[src/rtl/gem_match_window_sorter_if.sv]
//==============================================================================
// Module : gem_match_window_sorter_if
// Desc   : Candidate-window handshake and match-vector bundle for the sorter.
// Rev    : 1.0  initial release
//==============================================================================
`default_nettype none

interface gem_match_window_sorter_if #(
   parameter int MXCLUSTER_CHAMBER = 8
);
   localparam int CLUSTER_W = (MXCLUSTER_CHAMBER > 1) ? $clog2(MXCLUSTER_CHAMBER) : 1;

   logic                         lct_start;
   logic                         match_valid;
   logic [MXCLUSTER_CHAMBER-1:0] a0c0_gem_match;
   logic [MXCLUSTER_CHAMBER-1:0] a0c1_gem_match;
   logic [MXCLUSTER_CHAMBER-1:0] a1c0_gem_match;
   logic [MXCLUSTER_CHAMBER-1:0] a1c1_gem_match;
   logic [MXCLUSTER_CHAMBER-1:0] a0c0_copad_match;
   logic [MXCLUSTER_CHAMBER-1:0] a0c1_copad_match;
   logic [MXCLUSTER_CHAMBER-1:0] a1c0_copad_match;
   logic [MXCLUSTER_CHAMBER-1:0] a1c1_copad_match;
   logic                         busy;
   logic                         best_vpf;
   logic [3:0]                   best_pri;
   logic [CLUSTER_W-1:0]         best_cluster;
   logic                         best_copad;
   logic                         best_nomatch;
   logic [7:0]                   drop_cnt;

   modport master (
      output lct_start, match_valid,
      output a0c0_gem_match, a0c1_gem_match, a1c0_gem_match, a1c1_gem_match,
      output a0c0_copad_match, a0c1_copad_match, a1c0_copad_match, a1c1_copad_match,
      input  busy, best_vpf, best_pri, best_cluster, best_copad, best_nomatch, drop_cnt
   );

   modport slave (
      input  lct_start, match_valid,
      input  a0c0_gem_match, a0c1_gem_match, a1c0_gem_match, a1c1_gem_match,
      input  a0c0_copad_match, a0c1_copad_match, a1c0_copad_match, a1c1_copad_match,
      output busy, best_vpf, best_pri, best_cluster, best_copad, best_nomatch, drop_cnt
   );
endinterface

`default_nettype wire

[src/rtl/gem_match_window_sorter.sv]
//==============================================================================
// Module : gem_match_window_sorter
// Desc   : Collects ALCTxCLCT GEM/copad matches over a bx window, reports best.
//          Optional macro GEM_COPAD_EARLY_OUT_EN closes the window on a copad hit.
// Rev    : 1.0  initial release
//==============================================================================
`default_nettype none

module gem_match_window_sorter #(
   parameter int WIN_BX            = 4,
   parameter int MXCLUSTER_CHAMBER = 8
) (
   input  wire logic                  clock,
   input  wire logic                  reset,
   gem_match_window_sorter_if.slave   bus
);
   localparam int CLUSTER_W = (MXCLUSTER_CHAMBER > 1) ? $clog2(MXCLUSTER_CHAMBER) : 1;

   typedef enum logic [1:0] {
      IDLE = 2'd0,
      WAIT = 2'd1,
      DONE = 2'd2
   } state_t;

   state_t                       state;
   state_t                       state_nxt;
   logic [2:0]                   win_cnt;
   logic [3:0]                   held_pri;
   logic [CLUSTER_W-1:0]         held_cluster;
   logic [MXCLUSTER_CHAMBER-1:0] vec [8];
   logic [3:0]                   cand_pri;
   logic [MXCLUSTER_CHAMBER-1:0] cand_vec;
   logic [CLUSTER_W-1:0]         cand_cluster;
   logic                         sample;
   logic                         take;
   logic                         win_last;
   logic                         early_out;
   logic [3:0]                   new_pri;
   logic [CLUSTER_W-1:0]         new_cluster;
   logic [3:0]                   best_pri_q;
   logic [CLUSTER_W-1:0]         best_cluster_q;
   logic                         best_copad_q;
   logic                         best_nomatch_q;
   logic [7:0]                   drop_cnt_q;

   // Index i holds priority code i+1: copads first, then GEM-only, pair order a0c0..a1c1
   always_comb begin
      vec[0] = bus.a0c0_copad_match;
      vec[1] = bus.a0c1_copad_match;
      vec[2] = bus.a1c0_copad_match;
      vec[3] = bus.a1c1_copad_match;
      vec[4] = bus.a0c0_gem_match;
      vec[5] = bus.a0c1_gem_match;
      vec[6] = bus.a1c0_gem_match;
      vec[7] = bus.a1c1_gem_match;
   end

   always_comb begin
      cand_pri = 4'd0;
      cand_vec = '0;
      for (int i = 7; i >= 0; i--) begin
         if (|vec[i]) begin
            cand_pri = 4'(i + 1);
            cand_vec = vec[i];
         end
      end
   end

   always_comb begin
      cand_cluster = '0;
      for (int i = MXCLUSTER_CHAMBER - 1; i >= 0; i--) begin
         if (cand_vec[i]) cand_cluster = CLUSTER_W'(i);
      end
   end

   assign sample      = (state == WAIT) && bus.match_valid;
   assign take        = sample && (cand_pri != 4'd0) && ((held_pri == 4'd0) || (cand_pri < held_pri));
   assign new_pri     = take ? cand_pri : held_pri;
   assign new_cluster = take ? cand_cluster : held_cluster;
   assign win_last    = (win_cnt == 3'(WIN_BX - 1));

`ifdef GEM_COPAD_EARLY_OUT_EN
   assign early_out = sample && (cand_pri != 4'd0) && (cand_pri <= 4'd4);
`else
   assign early_out = 1'b0;
`endif

   always_comb begin
      state_nxt = state;
      case (state)
         IDLE:    if (bus.lct_start) state_nxt = WAIT;
         WAIT:    if (early_out || win_last) state_nxt = DONE;
         DONE:    state_nxt = IDLE;
         default: state_nxt = IDLE;
      endcase
   end

   always_ff @(posedge clock) begin
      if (reset) begin
         state          <= IDLE;
         win_cnt        <= 3'd0;
         held_pri       <= 4'd0;
         held_cluster   <= '0;
         best_pri_q     <= 4'd0;
         best_cluster_q <= '0;
         best_copad_q   <= 1'b0;
         best_nomatch_q <= 1'b0;
         drop_cnt_q     <= 8'd0;
      end else begin
         state <= state_nxt;
         if (state == WAIT) begin
            win_cnt      <= win_cnt + 3'd1;
            held_pri     <= new_pri;
            held_cluster <= new_cluster;
         end else begin
            win_cnt      <= 3'd0;
            held_pri     <= 4'd0;
            held_cluster <= '0;
         end
         // Result fields are captured on entry to DONE so they already include the last sampled bx
         if ((state == WAIT) && (state_nxt == DONE)) begin
            best_pri_q     <= new_pri;
            best_cluster_q <= new_cluster;
            best_copad_q   <= (new_pri != 4'd0) && (new_pri <= 4'd4);
            best_nomatch_q <= (new_pri == 4'd0);
         end
         if (bus.lct_start && (state != IDLE) && (drop_cnt_q != 8'hFF)) begin
            drop_cnt_q <= drop_cnt_q + 8'd1;
         end
      end
   end

   assign bus.busy         = (state != IDLE);
   assign bus.best_vpf     = (state == DONE);
   assign bus.best_pri     = best_pri_q;
   assign bus.best_cluster = best_cluster_q;
   assign bus.best_copad   = best_copad_q;
   assign bus.best_nomatch = best_nomatch_q;
   assign bus.drop_cnt     = drop_cnt_q;

endmodule

`default_nettype wire
[src/flat_wrapper.sv]
// flat-port wrapper written by rule: the top's interface ports become plain ports
module gem_match_window_sorter_flat 
#(
   parameter int WIN_BX            = 4,
   parameter int MXCLUSTER_CHAMBER = 8
)
  (clock, reset, bus_lct_start, bus_match_valid, bus_a0c0_gem_match, bus_a0c1_gem_match, bus_a1c0_gem_match, bus_a1c1_gem_match, bus_a0c0_copad_match, bus_a0c1_copad_match, bus_a1c0_copad_match, bus_a1c1_copad_match, bus_busy, bus_best_vpf, bus_best_pri, bus_best_cluster, bus_best_copad, bus_best_nomatch, bus_drop_cnt);
  gem_match_window_sorter_if #(.MXCLUSTER_CHAMBER(MXCLUSTER_CHAMBER)) bus_i ();
  input  wire logic clock;
  input  wire logic reset;
  input wire logic [$bits(bus_i.lct_start)-1:0] bus_lct_start;
  input wire logic [$bits(bus_i.match_valid)-1:0] bus_match_valid;
  input wire logic [$bits(bus_i.a0c0_gem_match)-1:0] bus_a0c0_gem_match;
  input wire logic [$bits(bus_i.a0c1_gem_match)-1:0] bus_a0c1_gem_match;
  input wire logic [$bits(bus_i.a1c0_gem_match)-1:0] bus_a1c0_gem_match;
  input wire logic [$bits(bus_i.a1c1_gem_match)-1:0] bus_a1c1_gem_match;
  input wire logic [$bits(bus_i.a0c0_copad_match)-1:0] bus_a0c0_copad_match;
  input wire logic [$bits(bus_i.a0c1_copad_match)-1:0] bus_a0c1_copad_match;
  input wire logic [$bits(bus_i.a1c0_copad_match)-1:0] bus_a1c0_copad_match;
  input wire logic [$bits(bus_i.a1c1_copad_match)-1:0] bus_a1c1_copad_match;
  output wire logic [$bits(bus_i.busy)-1:0] bus_busy;
  output wire logic [$bits(bus_i.best_vpf)-1:0] bus_best_vpf;
  output wire logic [$bits(bus_i.best_pri)-1:0] bus_best_pri;
  output wire logic [$bits(bus_i.best_cluster)-1:0] bus_best_cluster;
  output wire logic [$bits(bus_i.best_copad)-1:0] bus_best_copad;
  output wire logic [$bits(bus_i.best_nomatch)-1:0] bus_best_nomatch;
  output wire logic [$bits(bus_i.drop_cnt)-1:0] bus_drop_cnt;
  assign bus_i.lct_start = bus_lct_start;
  assign bus_i.match_valid = bus_match_valid;
  assign bus_i.a0c0_gem_match = bus_a0c0_gem_match;
  assign bus_i.a0c1_gem_match = bus_a0c1_gem_match;
  assign bus_i.a1c0_gem_match = bus_a1c0_gem_match;
  assign bus_i.a1c1_gem_match = bus_a1c1_gem_match;
  assign bus_i.a0c0_copad_match = bus_a0c0_copad_match;
  assign bus_i.a0c1_copad_match = bus_a0c1_copad_match;
  assign bus_i.a1c0_copad_match = bus_a1c0_copad_match;
  assign bus_i.a1c1_copad_match = bus_a1c1_copad_match;
  assign bus_busy = bus_i.busy;
  assign bus_best_vpf = bus_i.best_vpf;
  assign bus_best_pri = bus_i.best_pri;
  assign bus_best_cluster = bus_i.best_cluster;
  assign bus_best_copad = bus_i.best_copad;
  assign bus_best_nomatch = bus_i.best_nomatch;
  assign bus_drop_cnt = bus_i.drop_cnt;
  gem_match_window_sorter #(.WIN_BX(WIN_BX), .MXCLUSTER_CHAMBER(MXCLUSTER_CHAMBER)) u_core (.clock(clock), .reset(reset), .bus(bus_i));
endmodule
[config.mk]
export PLATFORM = sky130hd
export DESIGN_NAME = gem_match_window_sorter_flat
export DESIGN_NICKNAME = d
export VERILOG_FILES = /design/src/rtl/gem_match_window_sorter_if.sv /design/src/rtl/gem_match_window_sorter.sv /design/src/flat_wrapper.sv
export SDC_FILE = /design/constraint.sdc
export NUM_CORES = 1
export LEC_CHECK = 0
export CAP_MARGIN = 5
export CORE_ASPECT_RATIO = 1.25
export CORE_UTILIZATION = 30
export CTS_CLUSTER_SIZE = 14
export DETAILED_ROUTE_END_ITERATION = 10
export HOLD_SLACK_MARGIN = 0.02
export PLACE_DENSITY = 0.62
export SYNTH_ARGS = -nofsm -noshare
export SYNTH_HDL_FRONTEND = slang
export SYNTH_SLANG_ARGS = --single-unit
[constraint.sdc]
create_clock -name clock -period 4.2 [get_ports clock]
set_input_delay 0.84 -clock clock [delete_from_list [all_inputs] [get_ports clock]]
set_output_delay 0.84 -clock clock [all_outputs]
set_load 0.01 [all_outputs]
==> metrics.md, run 1 <==
| Metric | Value |
|---|---|
| Status | `complete, no violations` |
| Routability cong. | `0.870` |
| Register area share after synthesis | `26.6%` |
| DR iter-0 viols | `92` |
| Reg2reg start | `u_core.held_pri[2]` |
| Total CTS buffers | `5` |
| Asr flop ratio synth | `0%` |
| Setup_tns | `0 ps` |
| Worst Max-Slew Pin Slew | `751 ps` |
| Top Ports | `87` |
| Final worst path period share | `95.5%` |
| Hold-fix buffers, CTS | `0` |
| Die X-Extent | `78.3 um` |
| Worst-path clk slew | `60 ps` |
| Port buffer count | `86` |
| Register area | `581 um^2` |
| Hold path start | `u_core.win_cnt[0]` |
| Clk_lat worst skew | `270 ps` |
| Crit Path Class | `in2reg` |
| Yosys cell types | `55` |
| Share of layout cells above drive strength 1 | `16.9%` |
| Warnings, synthesis | `0` |
| RSZ-0062 raised after global routing | `no` |
| Crit path required time | `4320 ps` |
| Syn_area_per_cell | `7.69 um^2` |
| Fmax achieved | `249 MHz` |
| Clock buffer depth | `2` |
| Post-synth EDFFs | `0` |
| Wire per inst | `15.4 um` |
| Final-stage net count | `487` |
| Synth area leaders | `dfxtp_1, nor2_1, nor4_2, a21oi_1, ha_1` |
| Final setup fails | `0` |
| Share of the synthesized area in the top cell type | `26.6%` |
| Fillers | `692` |
| First-pass GRT wire length | `12600 um` |
| Arr. time, crit path | `4130 ps` |
| Syn Std Cell Area | `2180 um^2` |
| Startpoint Class | `input port` |
| Worst hold slack | `422 ps` |
| Worst-path maximum fanout | `7` |
| Tmin final | `4010 ps` |
| Most frequent cell after synthesis | `nor2_1` |
| Worst setup EP type | `flip-flop` |
| Leakage power | `1.30 nW` |
| DR vias | `2711` |
| HPWL after DPL | `6250 um` |
| Largest net degree at the start of global routing | `21` |
| Pre-CTS WS | `-158 ps` |
| Synth area leader | `dfxtp_1` |
| Post-synth top cells | `nor2_1, dfxtp_1, a21oi_1, nand2_1, inv_1` |
| Core Area | `7020 um^2` |
| Initial Util | `31.1%` |
| Syn Inst Count | `284` |
| R2R setup slack | `1800 ps` |
| Clk_skew | `5.29 ps` |
| Area Overhead vs Synth | `62.6%` |
| Setup WS post-layout | `188 ps` |
| TritonCTS clock tree | `built` |
| DR pass1 iterations | `4` |
| H-tree depth | `2` |
| Max_slew headroom | `49.8%` |
| All-Layer GR Usage | `20.6%` |
| Vias in the first global route | `2688` |
| VDD IR max | `0.233 mV` |
| Die height | `97.4 um` |
| DRC | `0` |
| Sink Count | `29` |
| Area of the multi-input gates | `1530 um^2` |
| Hold crit path type | `reg2reg` |
| Worst r2r dst | `u_core.bus.best_cluster[1]` |
| GR Overflow Total | `0` |
| Max cap viols | `0` |
| Pwr dens | `190 nW/um^2` |
| Via density | `5.39` |
| #FFs+latches synth | `29` |
| Root buffer cell | `clkbuf_8` |
| Final Hold Vio Count | `0` |
| # diodes | `0` |
| Final Max Tran Viols | `0` |
| R2R cell count | `10` |
| FP Rows | `34` |
| Syn_nets | `358` |
| Final wirelength | `7740 um` |
| WHS Path Cells | `1` |
| Main flop type after synthesis | `dfxtp_1` |
| Die area | `7630 um^2` |
| Antenna violations before repair | `0` |
| Min-Delay Endpoint | `u_core.win_cnt[0]` |
| Post-DRT Antenna Nets | `0` |
==> placed cells by master, fill, tap and decap left out, types with 2 or more instances in the layout <==
| cell type | n |
|---|---|
| and2b_1 | 2 |
| o211a_1 | 3 |
| nor3_1 | 5 |
| and3_1 | 2 |
| o21ai_0 | 9 |
| o211ai_1 | 6 |
| dfxtp_1 | 29 |
| a2111o_1 | 2 |
| a21oi_1 | 20 |
| a41oi_1 | 4 |
| nor4_2 | 11 |
| nand4b_1 | 3 |
| buf_4 | 42 |
| o2111ai_1 | 2 |
| a21o_1 | 3 |
| nand4_1 | 6 |
| or4_1 | 5 |
| nor2b_1 | 3 |
| nand2_1 | 20 |
| nor4b_1 | 6 |
| clkdlybuf4s50_1 | 86 |
| mux2i_1 | 3 |
| and2_1 | 2 |
| nor2_2 | 2 |
| a311o_1 | 3 |
| nor4_1 | 4 |
| xor2_1 | 4 |
| a211oi_1 | 8 |
| nand3_1 | 7 |
| inv_1 | 19 |
| nor2_1 | 44 |
| a31oi_1 | 9 |
| clkbuf_8 | 6 |
| ha_1 | 6 |
| or3_1 | 2 |
| a311oi_1 | 3 |
==> timing repair <==
| item | CTS | global route |
|---|---|---|
| gates resized for setup | 0 | 5 |
| setup buffers | 0 | 0 |
| endpoints found under the setup margin | 0 | 9 |
==> flip-flops by register name (all words and copies together), names as in the netlist <==
name / count
u_core.bus.drop_cnt: 8
u_core.held_cluster: 3
u_core.held_pri: 4
u_core.bus.best_copad: 1
u_core.win_cnt: 3
u_core.bus.best_pri: 4
u_core.bus.best_nomatch: 1
u_core.state: 2
u_core.bus.best_cluster: 3
==> power breakdown <==
part	total, W	switching (W)	internal (W)
clock	0.000225	0.0000954	0.000130
sequential	0.000281	0.00000267	0.000278
combinational	0.000168	0.0000702	0.0000980
total	0.000674	0.000168	0.000506
==> worst max-delay path, cell delays in order <==
cell and delay [ps]:
clkdlybuf4s50_1 450, or4_1 550, or2_1 290, nor3_2 200, and3_1 220, ha_1 260
a21o_1 180, a2111o_1 400, a21oi_4 210, buf_4 170, nand2_1 50, o221ai_1 210
a211oi_1 110
==> per-stage QoR <==
| step | utilization (%) | std cells | area, um^2 | total power [W] |
|---|---|---|---|---|
| floorplan | - | 284 | 2180 | 0.000337 |
| global placement | 49.1 | 496 | 3440 | 0.000451 |
| detailed placement | 49.1 | 496 | 3440 | 0.000452 |
| CTS | 50.3 | 503 | 3530 | 0.000679 |
| global route | 50.6 | 503 | 3550 | 0.000709 |
| finish | 50.6 | 503 | 3550 | 0.000674 |
==> kinds of logic after synthesis <==
group	Yosys count	share of synthesized area, %
xor+xnor	5	2.00
buf+inv	25	4.64
compound gates	83	27.4
fa+ha+maj	6	3.44
flops	29	26.6
mux	4	1.89
simple gates	132	34.0
==> layout make-up <==
class	count	share of cell area (%)
clock buffer	7	2.43
inverter	19	2.01
multi-input combinational	230	42.9
sequential	29	16.3
timing repair buffer	128	33.1
tap	90	3.17
==> layer usage <==
layer,GRT usage [%],share of wire [%],up-vias
li1,-,-,1343
met1,24.1,42,1231
met2,36.4,48,119
met3,3.29,7.2,18
met4,8.83,2.9,0
met5,0,0,-
==> how the worst max path moves through the flow <==
stage,depth (start not counted),startpoint,endpoint,slack [ps]
after floorplan,12,bus_a0c0_copad_match[5],u_core.bus.best_pri[0],150
after global routing,14,bus_a0c0_copad_match[5],u_core.bus.best_copad,20
after detailed placement,14,bus_a1c0_copad_match[1],u_core.bus.best_cluster[1],-160
final,13,bus_a0c0_copad_match[5],u_core.bus.best_cluster[1],190
after CTS,14,bus_a1c0_copad_match[1],u_core.bus.best_cluster[1],130
after global placement,13,bus_a1c0_copad_match[1],u_core.bus.best_pri[0],-130
Power figures use the tool's default switching activity.
==> run 2, diff against run 1 <==
Settings changed: HOLD_SLACK_MARGIN 0.02 to default.
==> results of run 2 <==
Final layout, timing and power as in run 1 (identical DEF).
==> run 3, diff against run 2 <==
Settings changed: ABC_AREA from default to 0, CORE_UTILIZATION 30 to 40, PLACE_DENSITY 0.62 to 0.79.
==> run 3 against run 2 <==
Against the previous run:
- utilization rose by 18 points
- sequential share of layout area increased by 0.11 points
- combinational power hardly changed
- die area decreased by 24%
- highest routed layer unchanged
- routed wire length up 2.6%
- largest cell class unchanged
- hold slack improved by 1.9 ps
- clock-buffer cell count fell by 1
==> metrics.md, run 3 (synthesis results as in run 1) <==
| Metric | Value |
|---|---|
| Final wirelength | `7940 um` |
| Final instance area | `3530 um^2` |
| Tmin final | `4020 ps` |
| Final Util | `68.5%` |
| H-tree depth | `2` |
| Core Area | `5150 um^2` |
| Max cap viols | `0` |
| VDD IR max | `0.244 mV` |
| Final worst path period share | `95.8%` |
| Clk_lat worst skew | `280 ps` |
| FP Rows | `29` |
| DRC | `0` |
| Worst Max-Slew Pin Slew | `711 ps` |
| Status | `complete, no violations` |
| R2R cell count | `10` |
| HPWL after DPL | `6290 um` |
| All-Layer GR Usage | `27.6%` |
| # diodes | `0` |
| RSZ-0062 raised after global routing | `no` |
| Most frequent cells in the layout | `clkdlybuf4s50_1, buf_4, nor2_1, dfxtp_1` |
| Post-DRT Antenna Nets | `0` |
| Antenna violations before repair | `0` |
| Sink Count | `29` |
| DR vias | `2815` |
| Initial Util | `42.4%` |
| Arr. time, crit path | `4220 ps` |
| Min-Delay Endpoint | `u_core.win_cnt[0]` |
| Final Hold Vio Count | `0` |
| Worst setup EP type | `flip-flop` |
| DR iter-0 viols | `271` |
| Die area | `5760 um^2` |
| Fmax achieved | `249 MHz` |
| Area post-placement | `3450 um^2` |
| Port buffer count | `86` |
| WHS Path Cells | `1` |
| Worst-path maximum fanout | `6` |
| Pwr dens | `190 nW/um^2` |
| Routability cong. | `0.940` |
| TritonCTS clock tree | `built` |
| Reg2reg start | `u_core.held_pri[2]` |
| Leakage power | `1.32 nW` |
| Share of layout cells above drive strength 1 | `16.9%` |
| Vias in the first global route | `2802` |
| Startpoint Class | `input port` |
| Hold path start | `u_core.win_cnt[0]` |
| Top Ports | `87` |
| Crit path required time | `4390 ps` |
| Clk_skew | `9.87 ps` |
| Via density | `5.85` |
| Hold-fix buffers, CTS | `0` |
| Hold crit path type | `reg2reg` |
| Max reg flops | `8` |
| Post-CTS Setup Inserts | `0` |
| Clock buffer depth | `2` |
| Commonest non-fill, non-tap cell in the layout | `clkdlybuf4s50_1` |
| Final setup fails | `0` |
| Area Overhead vs Synth | `61.5%` |
| Die height | `84.6 um` |
| Final Max Tran Viols | `0` |
| Worst r2r dst | `u_core.bus.best_copad` |
| Max_slew headroom | `52.5%` |
| Final-stage net count | `492` |
| Root buffer cell | `clkbuf_8` |
| First-pass GRT wire length | `12300 um` |
| Crit Path Class | `in2reg` |
| DR pass1 iterations | `4` |
| Die X-Extent | `68.1 um` |
| Worst-path clk slew | `70 ps` |
| Wire per inst | `16.5 um` |
| Total CTS buffers | `5` |
| GR Overflow Total | `0` |
| R2R setup slack | `1750 ps` |
| Largest net degree at the start of global routing | `21` |
-- run 3: cell types whose count changed in the layout (fill, tap and decap cells not counted), sizes merged --
cell    previous run  this run
clkbuf             7         6
buf               42        47
clkinv             0         2
-- run 3: metal layers --
metal	up-vias	share of wire, %	GRT usage [%]	routed length (um)
li1	1358	-	-	-
met1	1289	41	30.7	3220
met2	141	49	49.4	3870
met3	27	7.0	3.53	555
met4	0	3.7	13.4	294
met5	-	0	0	0
-- run 3: worst max-delay path by stage --
stage | from | endpoint | slack (ps) | cells after the start
after detailed placement | bus_a1c0_copad_match[1] | u_core.bus.best_copad | -90 | 13
after CTS | bus_a1c0_gem_match[5] | u_core.bus.best_copad | 180 | 15
final | bus_a1c0_copad_match[5] | u_core.bus.best_copad | 180 | 13
after floorplan | bus_a0c0_copad_match[5] | u_core.bus.best_pri[0] | 150 | 12
after global placement | bus_a0c0_copad_match[5] | u_core.bus.best_pri[0] | 0.7 | 12
after global routing | bus_a1c0_gem_match[5] | u_core.bus.best_copad | 1 | 16
-- run 3: through the flow --
step	TNS [ps]	hold WS (ps)	cells	setup slack (ps)	power [W]
after global routing	0	455	481	1.21	0.000698
after global placement	0	407	473	0.721	0.000451
after detailed placement	-367	418	473	-91.7	0.000453
final	0	424	481	178	0.000670
after floorplan	0	399	284	149	0.000337
after CTS	0	427	481	183	0.000673
-- run 3: where the power goes --
part / total [W] / internal, W / switching [W]
Combinational: 0.000170 / 0.0000994 / 0.0000705
Sequential: 0.000281 / 0.000278 / 0.00000267
Clock: 0.000219 / 0.000114 / 0.000104
-- run 3: worst max-delay path: stages --
cell	delay, ps
clkdlybuf4s50_1	430
or4_4	550
or2_4	290
nor3_2	200
and3_1	220
ha_1	260
a21o_1	180
a2111o_1	400
a21oi_4	200
buf_4	150
mux2i_1	190
nand3_1	130
a21oi_1	170
-- run 3: area by class of cell --
| class | instances | area [um^2] |
|---|---|---|
| clock buffer | 6 | 72.6 |
| clock inverter | 2 | 10.0 |
| fill | 434 | 1620 |
| inverter | 19 | 71.3 |
| multi-input combinational | 230 | 1500 |
| sequential | 29 | 581 |
| tap | 62 | 77.6 |
| timing repair buffer | 133 | 1210 |
-- run 3: repair_timing --
item                       CTS  global route
hold endpoints to repair     0             0
setup endpoints to repair    0             4
resized for setup            0             0
